### config.mk
export PLATFORM = sky130hd
export DESIGN_NAME = instr_fetch_unit
export DESIGN_NICKNAME = d
export VERILOG_FILES = /design/src/rtl/instr_fetch_unit.sv
export SDC_FILE = /design/constraint.sdc
export NUM_CORES = 1
export LEC_CHECK = 0
export BUFFER_PORTS_ARGS = -buffer_cell sky130_fd_sc_hd__buf_2
export CAP_MARGIN = 20
export CORE_MARGIN = 1.5
export CORE_UTILIZATION = 25
export DETAILED_ROUTE_END_ITERATION = 6
export PLACE_DENSITY = 0.41
export SYNTH_ARGS = -nofsm -noshare
export SYNTH_HDL_FRONTEND = slang
export SYNTH_SLANG_ARGS = --single-unit
### constraint.sdc
create_clock -name clk -period 3.1 [get_ports clk]
set_clock_uncertainty 0.05 [all_clocks]
set_input_delay 0.465 -clock clk [delete_from_list [all_inputs] [get_ports clk]]
set_output_delay 0.465 -clock clk [all_outputs]
set_load 0.03 [all_outputs]
### src/rtl/instr_fetch_unit.sv
// instr_fetch_unit: RV32 front end. Owns the PC, issues one word fetch at a
// time to instruction memory, and hands each instruction plus its PC to
// decode. Branch/jump redirects replace the PC and kill any fetch that is
// already in flight. A watchdog retries a fetch whose response never arrives.
//
// Ports:
//   clk, rst_n                  clock, synchronous active-low reset
//   imem_req_valid/ready/addr   fetch request (valid/ready), word address
//   imem_rsp_valid/data         fetch response (valid-only, 1-cycle pulse)
//   id_valid/ready/instr/pc     instruction handoff to decode (valid/ready)
//   redirect_valid/pc           new PC from branch/jump resolution
//   misaligned                  pulse: redirect target not word aligned, ignored
//   fetch_timeout               pulse: response missing for RESP_LAT_MAX cycles
//   fetch_count                 number of decode handshakes, wraps
module instr_fetch_unit #(
  parameter logic [31:0] RESET_PC     = 32'h0000_0000,
  parameter int unsigned RESP_LAT_MAX = 16
) (
  input  logic        clk,
  input  logic        rst_n,
  output logic        imem_req_valid,
  input  logic        imem_req_ready,
  output logic [31:0] imem_req_addr,
  input  logic        imem_rsp_valid,
  input  logic [31:0] imem_rsp_data,
  output logic        id_valid,
  input  logic        id_ready,
  output logic [31:0] id_instr,
  output logic [31:0] id_pc,
  input  logic        redirect_valid,
  input  logic [31:0] redirect_pc,
  output logic        misaligned,
  output logic        fetch_timeout,
  output logic [31:0] fetch_count
);

  typedef enum logic [1:0] {IDLE, REQ, WAIT, HOLD} state_t;

  localparam logic [31:0] WD_LAST = 32'(RESP_LAT_MAX - 1);

  state_t      state;
  logic [31:0] pc;
  logic        kill;
  logic [31:0] wd;
  logic        redir_ok;
  logic        redir_bad;

  assign redir_ok  = redirect_valid && (redirect_pc[1:0] == 2'b00);
  assign redir_bad = redirect_valid && (redirect_pc[1:0] != 2'b00);

  // Handshake outputs decode directly from the state register.
  assign imem_req_valid = (state == REQ);
  assign id_valid       = (state == HOLD);
  assign imem_req_addr  = pc;

  always_ff @(posedge clk) begin
    if (!rst_n) begin
      state         <= IDLE;
      pc            <= RESET_PC;
      kill          <= 1'b0;
      wd            <= '0;
      id_instr      <= '0;
      id_pc         <= RESET_PC;
      fetch_count   <= '0;
      misaligned    <= 1'b0;
      fetch_timeout <= 1'b0;
    end else begin
      misaligned    <= redir_bad;
      fetch_timeout <= 1'b0;
      case (state)
        IDLE: begin
          if (redir_ok) pc <= redirect_pc;
          state <= REQ;
        end
        REQ: begin
          if (redir_ok) pc <= redirect_pc;
          if (imem_req_ready) begin
            // A request accepted alongside a redirect carried the old pc.
            kill  <= redir_ok;
            wd    <= '0;
            state <= WAIT;
          end
        end
        WAIT: begin
          if (imem_rsp_valid) begin
            wd   <= '0;
            kill <= 1'b0;
            if (redir_ok) begin
              pc    <= redirect_pc;
              state <= REQ;
            end else if (kill) begin
              // pc already holds the redirect target
              state <= REQ;
            end else begin
              id_instr <= imem_rsp_data;
              id_pc    <= pc;
              pc       <= pc + 32'd4;
              state    <= HOLD;
            end
          end else begin
            if (redir_ok) begin
              pc   <= redirect_pc;
              kill <= 1'b1;
            end
            // Timeout retries at the current pc; any pending kill is moot
            // because the stale response can no longer reach WAIT.
            if (wd == WD_LAST) begin
              fetch_timeout <= 1'b1;
              kill          <= 1'b0;
              wd            <= '0;
              state         <= REQ;
            end else begin
              wd <= wd + 32'd1;
            end
          end
        end
        HOLD: begin
          if (redir_ok) begin
            pc    <= redirect_pc;
            state <= REQ;
          end else if (id_ready) begin
            fetch_count <= fetch_count + 32'd1;
            state       <= REQ;
          end
        end
        default: state <= IDLE;
      endcase
    end
  end

endmodule

==> metrics.cfg <==
[status]
outcome=finished clean

[worst_setup_path]
critPathArrivalTime_ps=2790
start_kind=flop
slowest_stage=or4b_1
max_stage_delay_ps=780
critPathKind=flop to flop
crit_chain=inv_1, ha_1, mux2i_2, or4b_1, nor4_4, xnor2_1, nor2_2
required_ps=3360
critPathCaptureType=flop
cp_max_fo=9

[timing]
fin_crit_sh_pct=81.78
min_period_ps=2535
report.final.slew_viol_count=0
tightest_slew_ps=745.1
rsz0062_at_grt=no
finalHoldViolCount=0
finalSetupViolCount=0
timing.hold.ws_ps=219.3
relSlewSlack_pct=50.06
tns_ps=0
max_freq_mhz=394.5

[synthesis]
ys_types=52
muxShareOfSynthArea_pct=0.9025
async_reset_ff_share_pct=0
synth.top_cell.area_share_pct=45.82
ys_top_cells_by_area=dfxtp_1, nand2_1, a21oi_1, xor2_1, nor2_1
ys_seq_elements=165
synth_fa_ha_area_share_pct=1.388
synth-seq-area-share_pct=45.82
synth_area_leader_cell=dfxtp_1
yosys.area_share.simple_pct=28.64
synth_edf_count=0
synthFlopType=dfxtp_1
syn_avg_cell_area_um2=8.296
synthCells=869
synth_compound_area_share_pct=10.01
syn_area_um2=7209
synthXorXnorAreaFrac_pct=9.962
yosysMostFrequentCell=nand2_1
synth_common_cells=nand2_1, dfxtp_1, a21oi_1, nor2_1, xor2_1
synth_top_family_by_area=simple AND/OR/NAND/NOR gates
syn_nets=947
yosys_warnings=0

[route]
route.detailed.drc=0
vias=6553
avgViaCountPerCell=4.516
drt_iter0_markers=307
wl_per_cell_um=15.45
ant_nets=0
routed_wl_um=22420
first_pass_iters=4

[cells_and_area]
fillers=3103
multi_input_area_um2=3676
areaGrowthSynthToFinish_pct=28.24
design_area_um2=9245
seq_area_um2=3303
drive_gt1_share_pct=24.81
finalNetCount=1137

[grt]
top_usage_layer=met2
grtUsageMet3_pct=4.288
use_met1_pct=21.24
grt_pass1_vias=6144
grt-ovfl-total=0
antenna_found_initial=3
grt_max_degree=56
grt_pass1_wl_um=35450
globalRouteMet2Util_pct=22.48
grt.total_usage_pct=15.01

[clock_tree]
ctsRootBufferMaster=clkbuf_16
htreeDepth=4
hold_buffers=0
clk_pin_slew_ps=70
ctsResizeCount=0
insertion_delay_ps=430
cts_buffers=17
cts_setup_buffers=0
cts_buffer_depth=2
cts_tree=done
clock_sinks=165

[place]
portBuffers=201
hpwlAfterDp_um=15970
placed_cell_area_um2=8646
gp_congestion=0.7711

[power]
power.density_nw_per_um2=520.8
peakVddDrop_mv=0.2766
power.total_w=0.004815
cellLeakagePower_nw=3.704

[floorplanning]
die_h_um=172.8
start_util_pct=25.67
die_w_um=172.8
rows=61
io_pins=202
core_area_um2=28090
dieArea_um2=29870

[worst_hold_path]
hold_path.class=input pin to flop

[flow_run]
cap_violations=0

per-layer routing:
metal / share of wire, % / vias to the layer above / wire [um]
li1: - / 3365 / -
met1: 50 / 3032 / 11150
met2: 44 / 144 / 9836
met3: 5.6 / 10 / 1262
met4: 0.74 / 2 / 165
met5: 0.054 / - / 12
cells in the final DEF, fill, tap and decap left out, types with 7 or more instances in the layout:
| cell type | netlist | layout |
|---|---|---|
| and3_1 | 13 | 13 |
| a211oi_1 | 11 | 11 |
| nor4_1 | 13 | 13 |
| nor2_1 | 86 | 86 |
| buf_4 | 0 | 15 |
| dfxtp_1 | 165 | 165 |
| buf_2 | 3 | 201 |
| nor3_1 | 17 | 16 |
| o21ai_0 | 23 | 23 |
| xor2_1 | 47 | 47 |
| and2_1 | 7 | 7 |
| ha_1 | 8 | 8 |
| a21oi_1 | 87 | 87 |
| nand3_1 | 27 | 27 |
| clkbuf_16 | 0 | 17 |
| and4_1 | 11 | 11 |
| inv_1 | 14 | 13 |
| xnor2_1 | 35 | 35 |
| nand2_1 | 174 | 174 |
| nand4_1 | 34 | 34 |
worst paths after layout:
check                           slack (ps)  depth (start not counted)              from     endpoint
worst max-delay path                   560                          7          state[1]       wd[20]
worst min-delay path                   220                          3  imem_rsp_data[7]  id_instr[7]
worst max register to register         560                          7          state[1]       wd[20]
worst min register to register         400                          2         id_pc[19]    id_pc[19]
per-stage QoR:
stage | utilization [%] | worst slack [ps] | cells
2_1_floorplan | - | 740.2 | 869
3_3_place_gp | 30.78 | 574.2 | 1418
3_5_place_dp | 30.78 | 503.1 | 1418
4_1_cts | 32.91 | 497.4 | 1450
5_1_grt | 32.91 | 228.6 | 1450
6_report | 32.92 | 564.9 | 1451
sequential cells by signal (all words and copies together), names as in the netlist:
signal,flops
fetch_count,32
fetch_timeout,1
id_instr,32
id_pc,32
imem_req_addr,32
kill,1
misaligned,1
state,2
wd,32
logic make-up after synthesis:
group / count (synthesis)
and+or+nand+nor: 416
DFF: 165
AOI/OAI and AO/OA: 132
xor gates and xnor gates: 82
buffers and inverters: 60
adders and majority gates: 8
muxes: 6
power by group:
group / switching (W) / internal, W
clock: 0.000991 / 0.00121
sequential: 0.0000513 / 0.00216
combinational: 0.000263 / 0.000134
total: 0.00131 / 0.00351
worst max-delay path, delay by kind of cell (launching register included):
family	cells	cell delay, ps
XOR/XNOR	1	160
AND/OR/NAND/NOR	3	1180
multiplexers	1	260
flip-flops	1	420
buffers and inverters	1	80
adder cells (fa/ha/maj)	1	260
cell type report:
| cell class | instances | area share, % |
|---|---|---|
| tap | 378 | 5.116 |
| inverter | 14 | 0.5955 |
| timing repair buffer | 217 | 12.32 |
| multi-input combinational | 644 | 39.76 |
| clock buffer | 18 | 4.642 |
| sequential | 165 | 35.73 |
| antenna | 1 | 0.02707 |
| clock inverter | 14 | 1.814 |
No activity file was read; power rests on OpenSTA's default activity.
